File: src/rtl/reg_demux_guard.sv
// Shared register-bus and address-rule types. The widths here match the
// default AddrWidth/DataWidth of reg_demux_guard. A design that changes those
// widths must also pass matching rule_t/req_t/rsp_t/addr_t types.
package reg_demux_guard_pkg;

    typedef logic [31:0] addr_t;

    typedef struct packed {
        logic [31:0] idx;
        addr_t       start_addr;
        addr_t       end_addr;
    } rule_t;

    typedef struct packed {
        addr_t       addr;
        logic        write;
        logic [31:0] wdata;
        logic [3:0]  wstrb;
        logic        valid;
    } req_t;

    typedef struct packed {
        logic [31:0] rdata;
        logic        error;
        logic        ready;
    } rsp_t;

endpackage

// Purpose: reg-bus demux with address decode, local error responder, per-transaction watchdog.
// Latency: mapped access = 1 cycle decode + k FWD cycles + 1 RESP cycle; local errors answer in 1 cycle.
// Backpressure: one transaction in flight; requests are only accepted in IDLE and held by upstream until ready.
//
// Ports:
//   clk_i, rst_ni          clock, asynchronous active-low reset
//   addr_map_i             address rules {idx, start_addr, end_addr}, end exclusive, lowest rule wins
//   in_req_i / in_rsp_o    upstream request / response
//   out_req_o / out_rsp_i  per-port downstream requests / responses
//   hung_clear_i, hung_o   per-port sticky hung flags and their level clears
//   timeout_o              one-cycle pulse on each watchdog expiry
//   err_cnt_clear_i        clears the local-error counter
//   err_cnt_o              saturating count of locally generated errors
//   busy_o                 high whenever a transaction is in progress
module reg_demux_guard #(
    parameter int unsigned          NoPorts       = 4,
    parameter int unsigned          NoRules       = NoPorts,
    parameter int unsigned          AddrWidth     = 32,
    parameter int unsigned          DataWidth     = 32,
    parameter int unsigned          TimeoutCycles = 256,
    parameter logic [DataWidth-1:0] ErrData       = 32'hBADC_AB1E,
    parameter int unsigned          CntWidth      = 16,
    parameter type                  rule_t        = reg_demux_guard_pkg::rule_t,
    parameter type                  req_t         = reg_demux_guard_pkg::req_t,
    parameter type                  rsp_t         = reg_demux_guard_pkg::rsp_t,
    parameter type                  addr_t        = reg_demux_guard_pkg::addr_t
) (
    input  logic                clk_i,
    input  logic                rst_ni,
    input  rule_t               addr_map_i [NoRules],
    input  req_t                in_req_i,
    output rsp_t                in_rsp_o,
    output req_t                out_req_o  [NoPorts],
    input  rsp_t                out_rsp_i  [NoPorts],
    input  logic [NoPorts-1:0]  hung_clear_i,
    output logic [NoPorts-1:0]  hung_o,
    output logic                timeout_o,
    input  logic                err_cnt_clear_i,
    output logic [CntWidth-1:0] err_cnt_o,
    output logic                busy_o
);

    localparam int unsigned SelW  = (NoPorts > 1) ? $clog2(NoPorts) : 1;
    localparam int unsigned WdW   = (TimeoutCycles > 1) ? $clog2(TimeoutCycles) : 1;
    localparam int unsigned StrbW = DataWidth / 8;
    // Last watchdog count before expiry; meaningless (and unused) when the watchdog is off.
    localparam logic [WdW-1:0] WdLast = WdW'((TimeoutCycles > 0) ? TimeoutCycles - 1 : 0);
    localparam bit             WdOn   = (TimeoutCycles != 0);

    typedef enum logic [1:0] {
        ST_IDLE = 2'd0,
        ST_FWD  = 2'd1,
        ST_RESP = 2'd2
    } state_t;

    state_t               state;
    addr_t                lat_addr;
    logic                 lat_write;
    logic [DataWidth-1:0] lat_wdata;
    logic [StrbW-1:0]     lat_wstrb;
    logic [SelW-1:0]      sel;
    logic [DataWidth-1:0] rsp_rdata;
    logic                 rsp_error;
    logic [WdW-1:0]       wd;
    logic [NoPorts-1:0]   hung;
    logic [CntWidth-1:0]  err_cnt;

    // ------------------------------------------------------------------
    // Address decode. Rules are scanned from the highest index down so the
    // lowest-index match is the one left standing. A matching rule whose
    // port index is out of range makes the address unmapped rather than
    // letting a later rule take over.
    // ------------------------------------------------------------------
    logic            dec_hit;
    logic [SelW-1:0] dec_sel;

    always_comb begin
        dec_hit = 1'b0;
        dec_sel = '0;
        for (int r = int'(NoRules) - 1; r >= 0; r--) begin
            if ((in_req_i.addr >= addr_map_i[r].start_addr) &&
                (in_req_i.addr <  addr_map_i[r].end_addr)) begin
                dec_hit = (addr_map_i[r].idx < NoPorts);
                dec_sel = SelW'(addr_map_i[r].idx);
            end
        end
    end

    // A port already marked hung is answered locally instead of forwarded.
    logic dec_err;
    assign dec_err = !dec_hit || hung[dec_sel];

    // ------------------------------------------------------------------
    // Watchdog expiry: only when the slave is not ready in the final count,
    // so a ready arriving in the expiry cycle still completes normally.
    // ------------------------------------------------------------------
    logic sel_ready;
    logic expiry;

    assign sel_ready = out_rsp_i[sel].ready;
    assign expiry    = WdOn && (state == ST_FWD) && !sel_ready && (wd == WdLast);

    logic local_err;
    assign local_err = ((state == ST_IDLE) && in_req_i.valid && dec_err) || expiry;

    logic [NoPorts-1:0] hung_set;
    always_comb begin
        hung_set = '0;
        for (int p = 0; p < int'(NoPorts); p++) begin
            if (expiry && (SelW'(p) == sel)) begin
                hung_set[p] = 1'b1;
            end
        end
    end

    // ------------------------------------------------------------------
    // Transaction FSM
    // ------------------------------------------------------------------
    always_ff @(posedge clk_i or negedge rst_ni) begin
        if (!rst_ni) begin
            state     <= ST_IDLE;
            lat_addr  <= '0;
            lat_write <= 1'b0;
            lat_wdata <= '0;
            lat_wstrb <= '0;
            sel       <= '0;
            rsp_rdata <= '0;
            rsp_error <= 1'b0;
            wd        <= '0;
        end else begin
            case (state)
                ST_IDLE: begin
                    if (in_req_i.valid) begin
                        lat_addr  <= in_req_i.addr;
                        lat_write <= in_req_i.write;
                        lat_wdata <= in_req_i.wdata;
                        lat_wstrb <= in_req_i.wstrb;
                        sel       <= dec_sel;
                        wd        <= '0;
                        if (dec_err) begin
                            rsp_rdata <= ErrData;
                            rsp_error <= 1'b1;
                            state     <= ST_RESP;
                        end else begin
                            state     <= ST_FWD;
                        end
                    end
                end
                ST_FWD: begin
                    if (sel_ready) begin
                        rsp_rdata <= out_rsp_i[sel].rdata;
                        rsp_error <= out_rsp_i[sel].error;
                        state     <= ST_RESP;
                    end else if (expiry) begin
                        rsp_rdata <= ErrData;
                        rsp_error <= 1'b1;
                        state     <= ST_RESP;
                    end else begin
                        wd <= wd + 1'b1;
                    end
                end
                ST_RESP: begin
                    state <= ST_IDLE;
                end
                default: begin
                    state <= ST_IDLE;
                end
            endcase
        end
    end

    // ------------------------------------------------------------------
    // Sticky hung flags (set beats clear on the same port) and the
    // saturating local-error counter (a coinciding increment survives a clear).
    // ------------------------------------------------------------------
    always_ff @(posedge clk_i or negedge rst_ni) begin
        if (!rst_ni) begin
            hung    <= '0;
            err_cnt <= '0;
        end else begin
            hung <= (hung & ~hung_clear_i) | hung_set;
            if (err_cnt_clear_i) begin
                err_cnt <= local_err ? CntWidth'(1) : '0;
            end else if (local_err && (err_cnt != '1)) begin
                err_cnt <= err_cnt + 1'b1;
            end
        end
    end

    // ------------------------------------------------------------------
    // Outputs: everything is zero unless the owning state drives it.
    // ------------------------------------------------------------------
    always_comb begin
        in_rsp_o = '0;
        if (state == ST_RESP) begin
            in_rsp_o.ready = 1'b1;
            in_rsp_o.rdata = rsp_rdata;
            in_rsp_o.error = rsp_error;
        end
    end

    always_comb begin
        for (int p = 0; p < int'(NoPorts); p++) begin
            out_req_o[p] = '0;
            if ((state == ST_FWD) && (SelW'(p) == sel)) begin
                out_req_o[p].addr  = lat_addr;
                out_req_o[p].write = lat_write;
                out_req_o[p].wdata = lat_wdata;
                out_req_o[p].wstrb = lat_wstrb;
                out_req_o[p].valid = 1'b1;
            end
        end
    end

    assign hung_o    = hung;
    assign timeout_o = expiry;
    assign err_cnt_o = err_cnt;
    assign busy_o    = (state != ST_IDLE);

endmodule
File: config.mk
export PLATFORM = sky130hd
export DESIGN_NAME = reg_demux_guard
export DESIGN_NICKNAME = d
export VERILOG_FILES = /design/src/rtl/reg_demux_guard.sv
export SDC_FILE = /design/constraint.sdc
export NUM_CORES = 1
export LEC_CHECK = 0
export ABC_AREA = 1
export CORE_AREA = 2 2 367 369
export DETAILED_ROUTE_END_ITERATION = 6
export DIE_AREA = 0 0 369 371
export MAX_ROUTING_LAYER = met4
export PLACE_DENSITY_LB_ADDON = 0.08
export SETUP_SLACK_MARGIN = 0.02
export SYNTH_ARGS = -nofsm -noshare
export SYNTH_HDL_FRONTEND = slang
export SYNTH_SLANG_ARGS = --single-unit
File: constraint.sdc
create_clock -name clk_i -period 6.4 [get_ports clk_i]
set_clock_uncertainty 0.05 [all_clocks]
set_input_delay 1.28 -clock clk_i [delete_from_list [all_inputs] [get_ports clk_i]]
set_output_delay 1.28 -clock clk_i [all_outputs]
set_load 0.03 [all_outputs]
==> Flow_metrics.wiki <==
{| class="wikitable"
! Metric !! Value
|-
| Count of different cell masters after synthesis || 46
|-
| Synth top cells by count || sky130_fd_sc_hd__inv_1 (439), sky130_fd_sc_hd__nor2_1 (435), sky130_fd_sc_hd__nand2_1 (375)
|-
| Sum of routed wire length over all layers || 107000 um
|-
| Max Clock Freq || 198 MHz
|-
| Global-route usage over all layers || 0.158
|-
| PwrDens || 184 nW/um2
|-
| Layout cells sized above 1 || 0.0343
|-
| Routed length per placed instance || 21.6 um
|-
| Post-route fraction of the period consumed by the critical path || 0.791
|-
| Top post-synthesis cells by area || sky130_fd_sc_hd__dfrtp_1 (23%), sky130_fd_sc_hd__ha_1 (22%), sky130_fd_sc_hd__inv_1 (11%)
|-
| Run status || complete, no violations
|-
| Via density per instance || ~3.6
|-
| Startpoint type of the worst setup path || input port
|-
| Final-report max-slew violation count || 0
|-
| Fraction of the yosys area taken by sequential cells || 0.228
|-
| Port Buffer Count || 932
|-
| Cell with the biggest individual delay on the critical path || sky130_fd_sc_hd__clkdlybuf4s50_1
|-
| Highest ir drop seen on vdd || 0.000175 V
|-
| Setup fix buffers added after clock tree synthesis || 0
|-
| Hold path depth || 2
|-
| Detail Placement HPWL || 90900 um
|-
| DRC viols || 0
|-
| Setup total negative slack || 0 ps
|-
| First-pass iteration count of the detailed router || 4
|-
| Top delay family on crit path || simple AND/OR/NAND/NOR gates
|-
| H-tree Lvls || 4
|-
| Post-synth EDFFs || 0
|-
| Cell depth of the worst flop-to-flop path || 14
|-
| Count of routing violations after the opening detailed-route iteration || 661
|-
| Vias || 17700
|-
| Top layer reached by signal wires || met4
|-
| Post-CTS clock slew at the launch and capture registers of the worst setup and hold paths || 80 ps
|-
| Largest stage delay, worst path || 750 ps
|-
| Synthesis-to-layout area growth || 83.0%
|-
| Initial antenna violation count || 49
|-
| Met3 layer wire length in the routed design || 6960 um
|-
| Post-Syn Nets || between 3000 and 4000
|-
| Layout net count || 3991
|-
| Clock latency of the later-clocked register in the worst-skew pair || 500 ps
|-
| Hold buffers post-CTS || 0
|-
| Fraction of synthesis flops using an asynchronous set or reset pin || 1.00
|-
| Commonest register cell after synthesis || sky130_fd_sc_hd__dfrtp_1
|-
| Final Wtd Congestion || 0.811
|-
| Sink Count || 134
|-
| Root cell of the clock tree || sky130_fd_sc_hd__clkbuf_16
|-
| Post-synth design cell area || 14700 um2
|-
| Worst Setup Slack post-DPL || approximately 530 ps
|-
| Number of clock buffers inserted by TritonCTS || 17
|-
| Logic depth of the worst path, buffers included || 25
|-
| Met2 wire len || 54900 um
|-
| Final period demand of the worst path || 5060 ps
|-
| Horiz. Die Dim || 369 um
|-
| CTS tree || built
|-
| Endpoints failing setup || 0
|-
| Hold violation total from the final report || 0
|-
| Startpoint-to-endpoint class of the critical path || in -> reg
|-
| Worst min-delay path category || reg -> reg
|-
| Leading area contributor after synthesis || sky130_fd_sc_hd__dfrtp_1
|-
| Yosys reg bits || roughly 130
|-
| PostCTS Resize Cnt || 0
|-
| Length of routed wiring on met1 || 44000 um
|-
| Worst rel slew slack || 0.340
|-
| IO Count || 933
|-
| Synthesized area divided by synthesized cell count || 6.59 um2
|-
| Maximum clock path buffer count || 2
|-
| Critical path's most frequent cell || sky130_fd_sc_hd__nand2_1
|-
| Buf/Inv on CP || 3
|-
| Maxcap violations || 0
|-
| Die height || around 370 um
|-
| Largest fanout on the critical path || 17
|-
| Sort of element at the end of the critical path || register
|-
| Global-route wire length before repair || 147000 um
|-
| Number of rows created at floorplan || around 130
|-
| Number of warnings printed during yosys synthesis || 0
|-
| Arrival time at the worst endpoint || 5400 ps
|-
| Largest net degree at the start of global routing || 80
|-
| Area share of the largest cell type after synthesis || 0.228
|-
| Number of global-route vias before repair || approximately 19000
|-
| Remaining global-route overflow || 0
|-
| Unrepaired setup endpoints after global routing || no
|-
| Critical Path RT || 6740 ps
|-
| Die outline area || ~140000 um2
|-
| Core box area || 133000 um2
|-
| Remaining antenna violation count after routing || 0
|-
| Cells after Synth || 2237
|-
| Final setup margin || 1340 ps
|-
| Worst-margin pin slew || ~1000 ps
|-
| Cell with the most instances after synthesis || sky130_fd_sc_hd__inv_1
|-
| Initial core utilization || 0.111
|-
| LEAKAGE || 12.1 nW
|}
==> sequential cells by signal, summed over array words and instances, names as in the netlist, 2 cells and up <==
register / flops
state: 2
hung_o: 4
lat_addr: 32
sel: 2
lat_wstrb: 4
err_cnt_o: 16
lat_wdata: 32
rsp_rdata: 32
wd: 8
==> cells by family (layout without fill, tap and decap cells) <==
kind of cell / count (synthesis) / count (layout) / synth area share
AND/OR/NAND/NOR: 982 / 982 / 0.279
buffers and inverters: 519 / 1435 / 0.134
flip-flops: 134 / 134 / 0.228
adder cells (fa/ha/maj): 254 / 254 / 0.216
XOR/XNOR: 10 / 10 / 0.00595
AO/OA/AOI/OAI: 338 / 338 / 0.138
other: 0 / 41 / 0
==> report_power, final <==
part / total (mW) / leakage (nW) / internal (mW) / switching, mW
clock network: 1.15 / 0.305 / 0.599 / 0.555
registers: 1.15 / 1.65 / 1.07 / 0.0715
logic: 2.67 / 10.2 / 0.873 / 1.80
total: 4.97 / 12.1 / 2.55 / 2.43
==> final cells by class <==
class / instances / area (um2)
fillers: 15000 / 106000
repair buffers: 954 / 9510
multi-input cells: 1584 / 9460
clock buffers: 17 / 425
well taps: 1768 / 2210
diodes: 41 / 103
clock inverters: 15 / 205
flip-flops and latches: 134 / 3350
inverters: 449 / 1700
==> layout by cell type, fill, tap and decap left out, drive strengths merged <==
cell,count
nor3b,3
or4,2
bufinv,2
o21bai,2
xor2,7
a21oi,121
a22o,14
o21ai,116
a21o,3
o211ai,3
o221ai,2
clkdlybuf4s50,931
nand3b,3
nand3,57
diode,41
buf,22
nor4b,1
ha,254
inv,457
clkbuf,18
a22oi,21
o21a,9
clkinvlp,1
nor2,447
a31oi,3
a221oi,35
o22ai,5
nor3,20
a211oi,4
nand4,33
nor4,31
dfrtp,134
clkinv,4
nand2,383
and3,2
xnor2,3
==> worst register-to-register path, stage by stage (launching register included) <==
cell and delay (ps):
sky130_fd_sc_hd__dfrtp_1 460, sky130_fd_sc_hd__nand2_1 160, sky130_fd_sc_hd__inv_2 300, sky130_fd_sc_hd__a22o_1 380, sky130_fd_sc_hd__a221oi_4 310, sky130_fd_sc_hd__nand3_2 300, sky130_fd_sc_hd__inv_2 170, sky130_fd_sc_hd__nor3_4 60
sky130_fd_sc_hd__inv_2 110, sky130_fd_sc_hd__nor2_2 70, sky130_fd_sc_hd__a21oi_2 130, sky130_fd_sc_hd__nand3_2 100, sky130_fd_sc_hd__inv_2 360, sky130_fd_sc_hd__nor2_1 110, sky130_fd_sc_hd__nor2_2 100
==> path summary, 6_finish.rpt <==
path | from | slack [ps] | to
max | in_req_i[45] | 1340 | err_cnt_o[9]$_DFFE_PN0P_
min | rsp_rdata[11]$_DFFE_PN0P_ | 440 | rsp_rdata[11]$_DFFE_PN0P_
max reg2reg | sel[0]$_DFFE_PN0P_ | 3170 | rsp_rdata[13]$_DFFE_PN0P_
min reg2reg | rsp_rdata[11]$_DFFE_PN0P_ | 440 | rsp_rdata[11]$_DFFE_PN0P_
max in group asynchronous | rst_ni | 4630 | lat_addr[14]$_DFFE_PN0P_
min in group asynchronous | rst_ni | 680 | lat_wdata[23]$_DFFE_PN0P_
==> per-layer routing <==
| metal | global-route usage | vias to the layer above |
|---|---|---|
| met5 | - | - |
| met4 | 0.0341 | 0 |
| met3 | 0.0444 | 70 |
| met2 | 0.279 | 551 |
| met1 | 0.176 | 8040 |
| li1 | - | 9060 |
==> through the flow <==
step / area (um2) / utilization / hold WS [ps] / power (mW) / instances
detailed placement: 26200 / 0.198 / 427 / 3.97 / 4889
global route: 26900 / 0.203 / 472 / 5.41 / 4956
finish: 27000 / 0.203 / 442 / 4.97 / 4962
floorplan: 14700 / - / 403 / 2.43 / 2237
CTS: 26900 / 0.202 / 448 / 5.20 / 4921
global placement: 26200 / 0.198 / 425 / 3.97 / 4889
Power figures use the tool's default switching activity.
==> variant 1 (same flow settings) <==
`CntWidth`: 16 -> 14.
--- a/src/rtl/reg_demux_guard.sv
+++ b/src/rtl/reg_demux_guard.sv
@@ -50,3 +50,3 @@
     parameter logic [DataWidth-1:0] ErrData       = 32'hBADC_AB1E,
-    parameter int unsigned          CntWidth      = 16,
+    parameter int unsigned          CntWidth      = 14,
     parameter type                  rule_t        = reg_demux_guard_pkg::rule_t,
Ports: changed (resized err_cnt_o); port bits go from 933 to 931. No check against the original RTL was run, so the function may have changed too.
==> variant 1 against the original RTL <==
Die area stayed put. Design area shrank 0.15%. First-iteration DRC count decreased by 8.0%. Sequential cell count down 2. Synthesized area up 0.74%. Worst setup slack worse by 0.062 ns. Largest power group unchanged. Wire length decreased by 9.1%. Highest routed layer unchanged. Global-route usage fell by 1.6 points. Power is 19% higher. Final cell count down 0.75%. Sequential power grew 11%. Non-clock buffer count is the same. Via count decreased by 1.5%.
==> variant 1: results (changes against the original RTL) <==
stage,metric,value,unit,change
outcome,status,finished clean,,
synth,Post-Synth XOR/XNOR Area,0.00531,,-0.000634
grt,Tot GR Track Use,0.142,,-0.0156
cells_and_area,Ant. Diodes,32,,-22%
place,Placed Area,0.0263,sq mm,+0.21%
grt,largest net degree at the start of global routing,145,,+81%
cells_and_area,#MultiIn Comb,1567,,-1.1%
synth,Yosys top cell area share,0.223,,-0.00504
detailed_routing,vias per cell,3.54,,-0.81%
cells_and_area,fraction of layout instances using a drive strength above 1,0.0438,,+0.00959
detailed_routing,WL met2,48200,um,-12%
cells_and_area,multi-input logic area,0.00957,sq mm,+1.2%
synth,post-synthesis adder-cell area fraction,0.214,,-0.00158
power_and_ir_drop,internal power,2970,uW,+17%
detailed_routing,routed wl met3,6740,um,-3.0%
detailed_routing,starting DRC count in detailed routing,608,,-8.0%
grt,met2 Track Usage GR,0.243,,-0.0361
synth,synthesized area per cell,6.72,sq um,+2.0%
critical_path,Worst Setup SP,in_req_i[69],,
synth,mux cell area share after synthesis,0.000674,,+0.000674
critical_path,"Data arrival, critical path",5.43,ns,+0.03 ns
cells_and_area,Layout non-clock buf frac,0.354,,+0.00166
detailed_routing,Initial DRT Pass Iterations,5,,+1
place,input/output buffers,930,,-0.21%
synth,register area share after synthesis,0.223,,-0.00504
synth,Cell variety after synth,53,,+15%
synth,Synth Area in Compound Gates,0.152,,+0.0142
detailed_routing,routed len/inst,19.8,um,-8.4%
synth,Area contributors post-synth,"dfrtp_1 22%, ha_1 21%, inv_1 11%, nor2_1 10%, nand2_1 8.5%",,
timing,Slew HR,0.375,,+0.0348
cells_and_area,nets,3963,,-0.70%
cells_and_area,Register Area,0.00330,sq mm,-1.5%
power_and_ir_drop,Max rail drop VDD,0.000219,V,+25%
place,Placer Congestion,0.757,,-6.7%
-- variant 1: critical path, stage by stage --
cell             delay [ns]
clkdlybuf4s50_1        0.83
ha_1                   0.53
nand2_1                0.07
inv_1                  0.05
nand3_1                0.09
nor3_2                 0.39
nand3b_1               0.20
a21oi_2                0.27
nor2_4                 0.08
nand3_1                0.10
nand3_2                0.11
nand3_2                0.12
nand2_2                0.07
nand2_1                0.07
nand3_2                0.09
nand4_2                0.14
nand3b_4               0.53
nand2_1                0.25
o21ai_2                0.07
-- variant 1: stage by stage --
step | worst slack, ns | std cells | power (uW) | utilization
global placement | 0.460 | 4861 | 5040 | 0.198
global route | 0.865 | 4923 | 6460 | 0.203
finish | 1.28 | 4925 | 5910 | 0.203
floorplan | 2.64 | 2210 | 3270 | -
CTS | 1.03 | 4893 | 6120 | 0.202
detailed placement | 0.491 | 4861 | 5020 | 0.198
-- variant 1: power groups by stage --
stage	Combinational (uW)	Clock, uW	Sequential (uW)
after floorplan	2000	0	1280
after global placement	3740	0	1300
after detailed placement	3720	0	1300
after CTS	3740	1090	1280
after global routing	4020	1110	1320
final	3610	1020	1280
-- variant 1: final timing paths --
| check | cells past startpoint | slack (ns) | endpoint |
|---|---|---|---|
| worst min-delay path | 2 | 0.43 | rsp_rdata[29]$_DFFE_PN0P_ |
| max in group asynchronous | 2 | 4.57 | lat_addr[4]$_DFFE_PN0P_ |
| worst min register to register | 2 | 0.43 | rsp_rdata[29]$_DFFE_PN0P_ |
| worst max-delay path | 19 | 1.28 | rsp_rdata[29]$_DFFE_PN0P_ |
| min in group asynchronous | 1 | 0.70 | rsp_rdata[24]$_DFFE_PN0P_ |
| worst max register to register | 11 | 2.97 | rsp_rdata[29]$_DFFE_PN0P_ |
==> variant 2 (same flow settings) <==
Without the edit above. Put one more register stage on the output `err_cnt_o`, with the module's reset. The value now appears one clock later. The other outputs are not delayed to match.
--- a/src/rtl/reg_demux_guard.sv
+++ b/src/rtl/reg_demux_guard.sv
@@ -245,3 +245,9 @@
     assign timeout_o = expiry;
-    assign err_cnt_o = err_cnt;
+    always_ff @(posedge clk_i or negedge rst_ni) begin
+        if (!rst_ni) begin
+            err_cnt_o <= '0;
+        end else begin
+            err_cnt_o <= err_cnt;
+        end
+    end
     assign busy_o    = (state != ST_IDLE);
Formal check against the unedited RTL: not equivalent (a bounded check fails within 4 cycles, from zero or initial values and one cycle with rst_ni low).
==> variant 2 against the original RTL <==
Power is 28% higher. Synthesized area increased by 2.7%. Die area unchanged. Worst setup slack worse by 0.038 ns. Sequential share of layout area grew 1.2 points. Wire length up 0.73%. Design area rose by 1.8%. Sequential cell count is 16 higher. First-iteration DRC count down 10%. Critical endpoint is now out_req_o[201]. Largest power group unchanged.
==> variant 2: results (changes against the original RTL) <==
stage,metric,value,unit,change
grt,global route total overflow,0,,unchanged
detailed_routing,vias,18000,,+1.3%
clocking,post-CTS sizing,0,,unchanged
cells_and_area,nets,4017,,+0.65%
grt,Tot GR Track Use,0.158,,+0.000251
detailed_routing,Initial DRT Pass Iterations,5,,+1
outcome,status,finished clean,,
critical_path,CP Max Fanout,49,,+32
clocking,cts bufs inserted,17,,unchanged
synth,Cell variety after synth,50,,+8.7%
synth,register area share after synthesis,0.248,,+0.0204
grt,largest net degree at the start of global routing,148,,+85%
synth,Syn. warnings,0,,unchanged
synth,top_reg_cell synth,dfrtp_1,,
cells_and_area,Top Registers,"lat_addr x32, lat_wdata x32, rsp_rdata x32",,
grt,vias in the first global route,19200,,+1.9%
synth,Synth top cells by count,"435 x inv_1, 429 x nor2_1, 362 x nand2_1, 254 x ha_1, 150 x dfrtp_1",,
synth,Area contributors post-synth,"dfrtp_1 25%, ha_1 21%, inv_1 11%, nor2_1 11%, nand2_1 9.0%",,
place,Placer Congestion,0.780,,-3.9%
clocking,CTS root buf,clkbuf_16,,
place,input/output buffers,932,,unchanged
clocking,latest clock arrival within the worst-skew pair,0.50,ns,about the same
synth,Synthesized Nets,3094,,+0.19%
clocking,Worst-path clk slew,0.08,ns,about the same
critical_path,"Data arrival, critical path",3.77,ns,-1.63 ns
timing,worst slew pin tran,1.08,ns,+0.0885 ns
grt,initial antenna violation count,37,,-24%
cells_and_area,fraction of layout instances using a drive strength above 1,0.0419,,+0.00760
grt,first-pass GRT wire length,146000,um,-0.32%
power_and_ir_drop,Max rail drop VDD,0.000219,V,+25%
clocking,Post CTS Setup Buffer Count,0,,unchanged
synth,ys async rst share,1.00,,unchanged
detailed_routing,drt total wl,108000,um,+0.73%
place,HPWL after DPL,91200,um,+0.32%
power_and_ir_drop,Lkg Pwr,0.0125,uW,+2.7%
clocking,CTS Buffer Depth,2,,unchanged
clocking,H-tree depth,4,,unchanged
detailed_routing,starting DRC count in detailed routing,594,,-10%
worst_hold_path,worst min-delay path class,reg -> reg,,
==> variant 2: cell types whose count changed after synthesis, sizes merged, moves of 3 or more <==
cell,delta
nor4,+3
inv,-6
o21ai,+4
nand4,+6
nor2,+3
a21oi,+3
nand3,-5
nand2,-14
dfrtp,+16
o21a,-3
==> variant 2: worst max-delay path, cell delays in order (launching register included) <==
cell	delay, ns
dfrtp_1	0.41
nor2_1	0.23
inv_1	0.19
nor2_1	0.42
clkinv_2	0.44
buf_4	0.49
nor2_1	0.24
clkdlybuf4s50_1	0.73
==> variant 2: layer usage <==
metal | share of wire | GRT usage | vias to the layer above
met4 | 0.018 | 0.0462 | 0
li1 | - | - | 9129
met5 | 0 | - | -
met1 | 0.40 | 0.169 | 8182
met3 | 0.063 | 0.0417 | 57
met2 | 0.52 | 0.285 | 588
==> variant 2: final timing paths <==
check / from / endpoint / slack, ns / depth (start not counted)
max reg2reg: sel[0]$_DFFE_PN0P_ / rsp_rdata[1]$_DFFE_PN0P_ / 3.04 / 13
max in group asynchronous: rst_ni / lat_addr[11]$_DFFE_PN0P_ / 4.38 / 2
min: err_cnt[6]$_DFFE_PN0P_ / err_cnt_o[6]$_DFF_PN0_ / 0.42 / 0
min reg2reg: err_cnt[6]$_DFFE_PN0P_ / err_cnt_o[6]$_DFF_PN0_ / 0.42 / 0
max: state[1]$_DFFE_PN0P_ / out_req_o[201] / 1.30 / 7
min in group asynchronous: rst_ni / lat_wdata[23]$_DFFE_PN0P_ / 0.69 / 1
==> variant 2: layout make-up <==
| type | count | area (sq um) |
|---|---|---|
| Multi-Input combinational cell | 1579 | 9450 |
| Inverter | 444 | 1670 |
| Fill cell | 15100 | 105000 |
| Antenna cell | 32 | 80.1 |
| Clock buffer | 17 | 425 |
| Sequential cell | 150 | 3750 |
| Clock inverter | 14 | 153 |
| Tap cell | 1768 | 2210 |
| Timing Repair Buffer | 974 | 9700 |
==> variant 2: metrics by stage <==
stage | total power (uW) | std cells | setup slack (ns) | area [sq um]
after floorplan | 3340 | 2243 | 2.72 | 15100
after global placement | 5430 | 4914 | 0.634 | 26800
after detailed placement | 5430 | 4915 | 0.620 | 26800
after CTS | 6600 | 4946 | 1.17 | 27400
after global routing | 6870 | 4976 | 0.956 | 27400
final | 6340 | 4978 | 1.30 | 27400
==> variant 2: logic make-up after synthesis <==
family / count (synthesis) / synth area share
AND/OR/NAND/NOR: 971 / 0.272
adder cells (fa/ha/maj): 254 / 0.210
buffers and inverters: 514 / 0.130
XOR/XNOR: 10 / 0.00579
AO/OA/AOI/OAI: 344 / 0.135
flip-flops: 150 / 0.248
==> variant 2: power breakdown <==
part	internal (uW)	switching, uW
clock	576	518
sequential	1270	127
combinational	1280	2570
total	3130	3220
